==> config.mk <==
export PLATFORM = sky130hd
export DESIGN_NAME = data_forward_helper
export DESIGN_NICKNAME = d
export VERILOG_FILES = /design/src/rtl/data_forward_helper.sv
export SDC_FILE = /design/constraint.sdc
export NUM_CORES = 1
export LEC_CHECK = 0
export CORE_AREA = 2 2 75 77
export DETAILED_ROUTE_END_ITERATION = 8
export DIE_AREA = 0 0 77 79
export PLACE_DENSITY = 0.8
export SLEW_MARGIN = 20
export SYNTH_ARGS = -nofsm -noshare
export SYNTH_HDL_FRONTEND = slang
export SYNTH_SLANG_ARGS = --single-unit
==> constraint.sdc <==
create_clock -name clk -period 2.01 [get_ports clk]
set_input_delay 0.201 -clock clk [delete_from_list [all_inputs] [get_ports clk]]
set_output_delay 0.201 -clock clk [all_outputs]
set_load 0.05 [all_outputs]
==> src/rtl/data_forward_helper.sv <==
// Selects the RV32I rd forward value from the ALU result or the link/load result by opcode.
// Provides that value combinationally and as a one-cycle registered copy.
module data_forward_helper #(
  parameter int XLEN = 32,
  parameter int OPW  = 7    // RV32I opcode field; other widths are not supported
) (
  input  logic            clk,
  input  logic            rst,
  input  logic            in_valid,
  input  logic [XLEN-1:0] main_data,
  input  logic [XLEN-1:0] sub_data,
  input  logic [OPW-1:0]  opcode,
  output logic [XLEN-1:0] data_to_forward,
  output logic            fwd_en,
  output logic            illegal_op,
  output logic [XLEN-1:0] data_to_forward_q,
  output logic            fwd_en_q,
  output logic            illegal_op_q
);

  localparam logic [OPW-1:0] OP_LUI    = 7'b0110111;
  localparam logic [OPW-1:0] OP_AUIPC  = 7'b0010111;
  localparam logic [OPW-1:0] OP_OP_IMM = 7'b0010011;
  localparam logic [OPW-1:0] OP_OP     = 7'b0110011;
  localparam logic [OPW-1:0] OP_JAL    = 7'b1101111;
  localparam logic [OPW-1:0] OP_JALR   = 7'b1100111;
  localparam logic [OPW-1:0] OP_LOAD   = 7'b0000011;
  localparam logic [OPW-1:0] OP_BRANCH = 7'b1100011;
  localparam logic [OPW-1:0] OP_STORE  = 7'b0100011;
  localparam logic [OPW-1:0] OP_MISC   = 7'b0001111;
  localparam logic [OPW-1:0] OP_SYSTEM = 7'b1110011;

  // Only the selected operand is referenced in each arm, so an unknown
  // value on the other operand can never reach data_to_forward.
  always_comb begin
    data_to_forward = '0;
    fwd_en          = 1'b0;
    illegal_op      = 1'b0;
    case (opcode)
      OP_LUI, OP_AUIPC, OP_OP_IMM, OP_OP: begin
        data_to_forward = main_data;
        fwd_en          = 1'b1;
      end
      OP_JAL, OP_JALR, OP_LOAD: begin
        data_to_forward = sub_data;
        fwd_en          = 1'b1;
      end
      OP_BRANCH, OP_STORE, OP_MISC, OP_SYSTEM: begin
        fwd_en          = 1'b0;
      end
      default: begin
        illegal_op      = 1'b1;
      end
    endcase
  end

  // in_valid has no ready partner: a high in_valid at a rising edge captures
  // the decoded result, a low in_valid loads a zero bubble. rst wins over both.
  always_ff @(posedge clk) begin
    if (rst) begin
      data_to_forward_q <= '0;
      fwd_en_q          <= 1'b0;
      illegal_op_q      <= 1'b0;
    end else if (in_valid) begin
      data_to_forward_q <= data_to_forward;
      fwd_en_q          <= fwd_en;
      illegal_op_q      <= illegal_op;
    end else begin
      data_to_forward_q <= '0;
      fwd_en_q          <= 1'b0;
      illegal_op_q      <= 1'b0;
    end
  end

endmodule

Word level (Yosys, flattened, before mapping)
Cells that the tools add are included.

Eq/ne operators: 11. Mux-type cells: 3. Bitwise gates (word level): 1. Reductions and logical operators: 5.

Operators by type and width (number): $pmux W32 S2 (1); $eq A7 B7 Y1 const B (4); $eq A7 B6 Y1 const B (3); $eq A7 B5 Y1 const B (2); $reduce_or A11 Y1 (1); $eq A7 B2 Y1 const B (1); $eq A7 B4 Y1 const B (1); $reduce_or A7 Y1 (1); $reduce_or A4 Y1 (1); $reduce_or A3 Y1 (1); $mux W1 (2); $reduce_or A2 Y1 (1); $not A1 Y1 (1).

Register bits after elaboration: 34. Bits of input ports: 74. Output and inout port bits: 68. Logic and storage cells: 23.

Depth between registers and ports, before layout
Gate-level depths: netlist of the first run.

Depth in word-level cells: 3. Gate-level depth with buffers: 5. Gate-level depth less buffers: 3.

Worst setup path before layout of the first run
No wires, ideal clock.

Path type: input-to-output. Start: in opcode[0]. End: out illegal_op. Arrival time: 1388 ps. Data required time: 1809 ps. Slack: 421 ps. Stages on the path: 3. Path buffers: 1. Cell sequence: and3b_1 buf_2 a31oi_1.

Word-level cells in the longest chain between the ends: 3. Elaborated cells on any way between the ends: 13. Classes of those cells: eq/ne (11); mux (1); reduce/logical (1).

Ends and longest elaborated chain: start: declaration (RTL line 12) `input logic [OPW-1:0] opcode,`; $eq A7 B7 Y1 (tied with other cells) (RTL line 39) `case (opcode)`; $reduce_or A11 Y1 (no line) (*); $mux W1 (*) (RTL line 39); end: declaration (RTL line 15) `output logic illegal_op,`.

Every way passes the cells marked *; elsewhere a longest branch is shown, timed or not.

Final worst setup path of the first run
Start: in opcode[5]. End: out data_to_forward[17].

Word-level cells in the longest chain between the ends: 3. Elaborated cells on any way between the ends: 10. Classes of those cells: eq/ne (7); mux (1); reduce/logical (2).

Ends and longest elaborated chain: $eq A7 B6 Y1 (tied with other cells) (RTL line 39); $reduce_or A4 Y1 / $reduce_or A3 Y1 (equally long branches); $pmux W32 S2 (*) (RTL line 39); end: declaration (RTL line 13) `output logic [XLEN-1:0] data_to_forward,`.

Marks and branches as above.

==> results of run 1 <==
==> per-layer routing <==
metal	global-route usage [%]	vias to the layer above	routed length, µm
met5	0	-	0
met4	9.464	0	102
met3	5.682	8	445
met2	42.98	94	3887
met1	26.03	1018	2824
li1	-	1041	-
==> Yosys cell counts (2+ instances only) <==
| library cell | n | area, µm² |
|---|---|---|
| nand2_1 | 66 | 247.7 |
| nor2b_1 | 2 | 12.51 |
| clkbuf_1 | 7 | 26.28 |
| nand3_1 | 2 | 10.01 |
| nand2b_1 | 3 | 18.77 |
| a22o_1 | 30 | 262.8 |
| o22ai_1 | 30 | 187.7 |
| buf_6 | 6 | 67.56 |
| buf_2 | 7 | 35.03 |
| dfxtp_1 | 34 | 680.7 |
| a21oi_1 | 3 | 15.01 |
| o211ai_1 | 2 | 15.01 |
==> flip-flops by register name (all words and copies together) (netlist names) <==
name	flops
data_to_forward_q	32
fwd_en_q	1
illegal_op_q	1
==> cell families after synthesis <==
logic type	after synthesis	share of synthesized area, %
flip-flops	34	40.45
AND/OR/NAND/NOR	78	20.60
buffers and inverters	20	7.658
AO/OA/AOI/OAI	71	31.30
==> layout make-up <==
cell class | count | area share, %
Timing Repair Buffer | 155 | 50.29
Clock buffer | 5 | 1.889
Sequential cell | 34 | 18.69
Clock inverter | 3 | 1.099
Multi-Input combinational cell | 152 | 25.56
Tap cell | 72 | 2.473
==> worst min-delay path: stages <==
cell and delay (ns):
dlymetal6s2s_1 0.18, buf_4 0.16, a311oi_1 0.08
==> worst paths after layout <==
kind | startpoint | to | slack [ns] | depth (start not counted)
setup / recovery | opcode[5] | data_to_forward[17] | 0.09 | 5
hold / removal | opcode[2] | illegal_op_q | 0.38 | 3
==> through the flow <==
stage                     setup slack, ns  setup TNS, ns  hold slack, ns  total power [mW]  std cells
final                             0.09470              0          0.3775             1.716        421
after global routing              0.01471              0          0.3993             1.781        421
after CTS                       -0.006217      -0.006217          0.4931             1.728        421
after detailed placement          -0.3011         -7.925          0.8031             1.096        409
after global placement            -0.2484         -6.500          0.7917             1.088        409
after floorplan                    0.4211              0          0.3129            0.8403        203
==> repair_timing <==
action,in CTS,in global routing
gates cloned,3,0
endpoints found under the setup margin,31,23
pin swaps,4,2
buffers inserted,1,0
hold endpoints to repair,0,0
gates resized for setup,5,5
==> report_power, final <==
group / total (mW) / internal, mW / switching (mW)
combinational: 0.411 / 0.222 / 0.189
sequential: 0.680 / 0.678 / 0.00137
clock: 0.626 / 0.365 / 0.261
==> key figures, run 1 <==
Status
  • Outcome: finished clean

Floorplanning
  • I/O Pins: 142
  • Full die area: 6083 µm²
  • Core Area: 5338 µm²
  • Chip width: between 70 and 80 µm
  • Die Ht: 79 µm
  • Starting density of the core: 31.53%
  • Rows: 27

Synth
  • Syn. warnings: 0
  • Synthesized area per cell: 8.290 µm²
  • Post-synthesis sequential area ratio: between 40% and 50%
  • Netlist Area Pre-Place: 1683 µm²
  • Share of flip-flops with an asynchronous set or reset: 0%
  • Post-Syn Instances: approximately 200
  • Post-Syn Nets: 277
  • Seq cells post-synth: 34
  • Synth cell types: 23
  • Post-synth top flop: dfxtp_1
  • Post-synth EDFFs: 0

Finish
  • Layout cells sized above 1: 18.91%
  • Storage element area: between 600 and 700 µm²
  • Final Util: between 60% and 70%
  • ANT cells: 0
  • Synth-to-Final Area Change: 116.4%
  • Multi-input gate area: 930.9 µm²
  • Fin area: between 3000 and 4000 µm²
  • Commonest non-fill, non-tap cell in the layout: clkdlybuf4s50_1
  • FILL cells: 430
  • Leading cell types in the layout, fill and taps excluded: clkdlybuf4s50_1 (104), nand2_1 (66), dfxtp_1 (34)
  • Nets@finish: ~420

Clock network
  • Root Buffer: clkbuf_8
  • Inserted Clock Buffers: 5
  • Max clock buf depth: 2
  • H-tree depth: 2
  • Clk sink count: 34
  • CTS Hold Buffers Added: 0
  • CTS tree: built
  • Clock transition at path regs: approximately 0.070 ns

Routing
  • Remaining DRCs: 0
  • DR vias/cell: 5.133
  • ANT nets after route: 0
  • Routed WL per cell: 17.24 µm
  • Pre-Repair DR Iteration Count: 4
  • Initial DRC count: 112
  • Via count: 2,161
  • Post-Route WL: 7260 µm

Timing
  • Final count of pins violating max slew: 0
  • Finish-stage setup viols: 0
  • Final hold vios: 0
  • Fin crit share: 95.29%
  • Fmax: 522.1 MHz
  • Setup repair after global routing missed its margin: false
  • Worst-margin pin slew: between 0.5 and 0.6 ns
  • Slew headroom: between 60% and 70%
  • Post-layout min period: 1.915 ns

GRT
  • Grt ovf: 0
  • Antenna violations before repair: 0
  • Vias in the first global route: between 2,000 and 2,500
  • GRT Util Overall: 23.43%
  • Pin count of the biggest net entering global routing: 31
  • First-pass GRT wire length: 11,140 µm

Critical path
  • CP bufs+invs: 2
  • CP required: 1.81 ns
  • Largest delay contributor family on the critical path: buffers and inverters
  • Critical Path AT: 1.71 ns
  • CP max stage delay: about 0.6 ns
  • CP startpoint kind: input pin
  • CP Max Fanout: 15
  • CP max-delay cell: clkdlybuf4s50_1
  • Worst Path Class, Setup: in2out
  • Sequence of cells on the critical path: clkdlybuf4s50_1 -> and3_4 -> o21a_4 -> a22o_1 -> buf_12
  • CP Capture Type: output port

Place
  • Gpl congestion: approximately 0.75
  • HPWL Detailed: between 5000 and 6000 µm
  • Post-DP Area: 3476 µm²
  • IO Port Bufs: 141

Min path
  • Hold Path Class: in2reg

Power and ir drop
  • PwrDens: 471.2 nW/µm²
  • IR drop worst, VDD: about 330 µV
  • Pleak: ~1.4 nW

Job
  • Max cap viols: 0
Power figures use the tool's default switching activity.
==> run 2: changes to the inputs <==
- CORE_AREA: 2 2 75 77 -> 2 2 73 75
- DIE_AREA: 0 0 77 79 -> 0 0 75 77
- PLACE_DENSITY: 0.8 -> 0.84
==> run 2 against run 1 <==
Compared with the run above:
- first-iteration DRC count is 24% higher
- clock power is 3.4% lower
- final cell count is 0.95% higher
- via count is 3.8% higher
- critical path depth stayed put
- critical path type unchanged
- sequential cell count stayed put
- count of clock-buffer cells in the layout is 3 higher
- worst hold slack worse by 0.0032 ns
- utilization is 6.2 points higher
- total power is 0.79% lower
- largest cell class unchanged
- maximum frequency is 0.44% higher
==> key figures, run 2 (synthesized netlist as in run 1, its figures left out) <==
Status
  • Outcome: finished clean

GRT
  • Grt ovf: 0
  • Vias in the first global route: 2,264
  • GRT Util Overall: between 20% and 30%
  • Pin count of the biggest net entering global routing: 33
  • First-pass GRT wire length: 10,900 µm
  • Antenna violations before repair: 0

Floorplanning
  • Core Area: 4977 µm²
  • Starting density of the core: 33.81%
  • Die Ht: about 77 µm
  • Full die area: 5775 µm²
  • Rows: 26
  • Chip width: 75 µm
  • I/O Pins: 142

Timing
  • Worst-margin pin slew: 0.5347 ns
  • Final count of pins violating max slew: 0
  • Setup repair after global routing missed its margin: false
  • Finish-stage setup viols: 0
  • Final hold vios: 0
  • Min Hold Slack: between 0.3 and 0.4 ns
  • Post-layout min period: 1.907 ns
  • Final worst slack: around 0.10 ns
  • Fmax: 524.4 MHz
  • Fin crit share: 94.87%
  • Slew headroom: 64.24%

Routing
  • ANT nets after route: 0
  • Post-Route WL: 7400 µm
  • Via count: between 2,000 and 2,500
  • Pre-Repair DR Iteration Count: 4
  • Initial DRC count: roughly 140
  • Routed WL per cell: 17.41 µm
  • Remaining DRCs: 0
  • DR vias/cell: 5.278

Clock network
  • Max clock buf depth: 2
  • Root Buffer: clkbuf_8
  • H-tree depth: 2
  • Clock transition at path regs: 0.07 ns
  • CTS Hold Buffers Added: 0
  • CTS tree: built
  • Clk sink count: 34
  • Inserted Clock Buffers: 5

Finish
  • Layout cells sized above 1: a little over a fifth
  • Synth-to-Final Area Change: 120.3%
  • Final Util: between 70% and 80%
  • Top reg by flops: data_to_forward_q
  • Number of flip-flops in the largest register: 32
  • ANT cells: 0
  • Nets@finish: roughly 430
  • Fin area: 3707 µm²
  • Commonest non-fill, non-tap cell in the layout: clkdlybuf4s50_1
  • Leading cell types in the layout, fill and taps excluded: clkdlybuf4s50_1 (103), nand2_1 (66), dfxtp_1 (34)
  • Top flop regs: data_to_forward_q (32), fwd_en_q (1), illegal_op_q (1)

Critical path
  • Worst Path Class, Setup: in2out
  • Critical Path AT: ~1.7 ns
  • CP max stage delay: 0.50 ns
  • CP max-delay cell: clkdlybuf4s50_1
  • CP startpoint kind: input pin
  • CP Capture Type: output port
  • CP Depth: 5
  • Sequence of cells on the critical path: clkdlybuf4s50_1 -> and4bb_2 -> and2_2 -> a22o_1 -> buf_12
  • CP Max Fanout: 7
  • CP bufs+invs: 2
  • Largest delay contributor family on the critical path: buffers and inverters
  • CP required: 1.81 ns

Power and ir drop
  • Pleak: 1.411 nW
  • IR drop worst, VDD: 408.5 µV
  • Power Total: 1.702 mW
  • PwrDens: 459.2 nW/µm²

Place
  • HPWL Detailed: around 4900 µm
  • IO Port Bufs: 141
  • Post-DP Area: 3496 µm²
  • Gpl congestion: 0.7659
  • Worst Setup Slack post-DPL: -0.2553 ns

Min path
  • Hold Path Class: in2reg
  • WHS Path Cells: 3

Job
  • Max cap viols: 0
run 2: cell count changes in the layout (fill, tap and decap cells not counted), moves of 2 or more:
cell	before	now
and2_2	0	2
buf_4	16	19
clkbuf_8	5	8
clkinv_2	2	0
dlymetal6s2s_1	1	3
o21a_4	2	4
run 2: worst min-delay path, stage by stage:
cell,delay [ns]
dlymetal6s2s_1,0.19
buf_4,0.16
a311oi_1,0.06
run 2: routing by layer:
metal	part of all wire, %	vias up	wire length [µm]	track usage, %
li1	-	1052	-	-
met5	0	-	0	0
met4	2.1	0	154	9.464
met3	9.0	17	668	8.673
met2	52	130	3827	44.82
met1	37	1044	2750	26.43
run 2: area by class of cell:
| type | instances | area, µm² |
|---|---|---|
| timing repair buffer | 158 | 1861 |
| multi-input combinational | 155 | 968.4 |
| sequential | 34 | 680.7 |
| tap | 70 | 87.58 |
| fill | 357 | 1270 |
| clock buffer | 8 | 110.1 |
run 2: power by group:
part | switching [mW] | total [mW] | internal (mW)
Combinational | 0.192 | 0.418 | 0.226
Sequential | 0.00135 | 0.680 | 0.678
Clock | 0.258 | 0.605 | 0.346
Total | 0.452 | 1.70 | 1.25
run 2: final timing paths:
| kind | start | to | slack (ns) |
|---|---|---|---|
| setup / recovery | opcode[1] | data_to_forward[2] | 0.10 |
| hold / removal | opcode[2] | illegal_op_q | 0.37 |
run 2: stage by stage:
stage	TNS, ns	cells
after floorplan	0	203
after global placement	-4.704	410
after detailed placement	-6.748	410
after CTS	0	425
after global routing	0	425
final	0	425
run 2: repair_timing:
item / 4_1_cts / 5_1_grt
cloned: 6 / 0
resized for setup: 6 / 8
setup buffers: 1 / 0
setup endpoints to repair: 31 / 31
pin swaps: 4 / 1
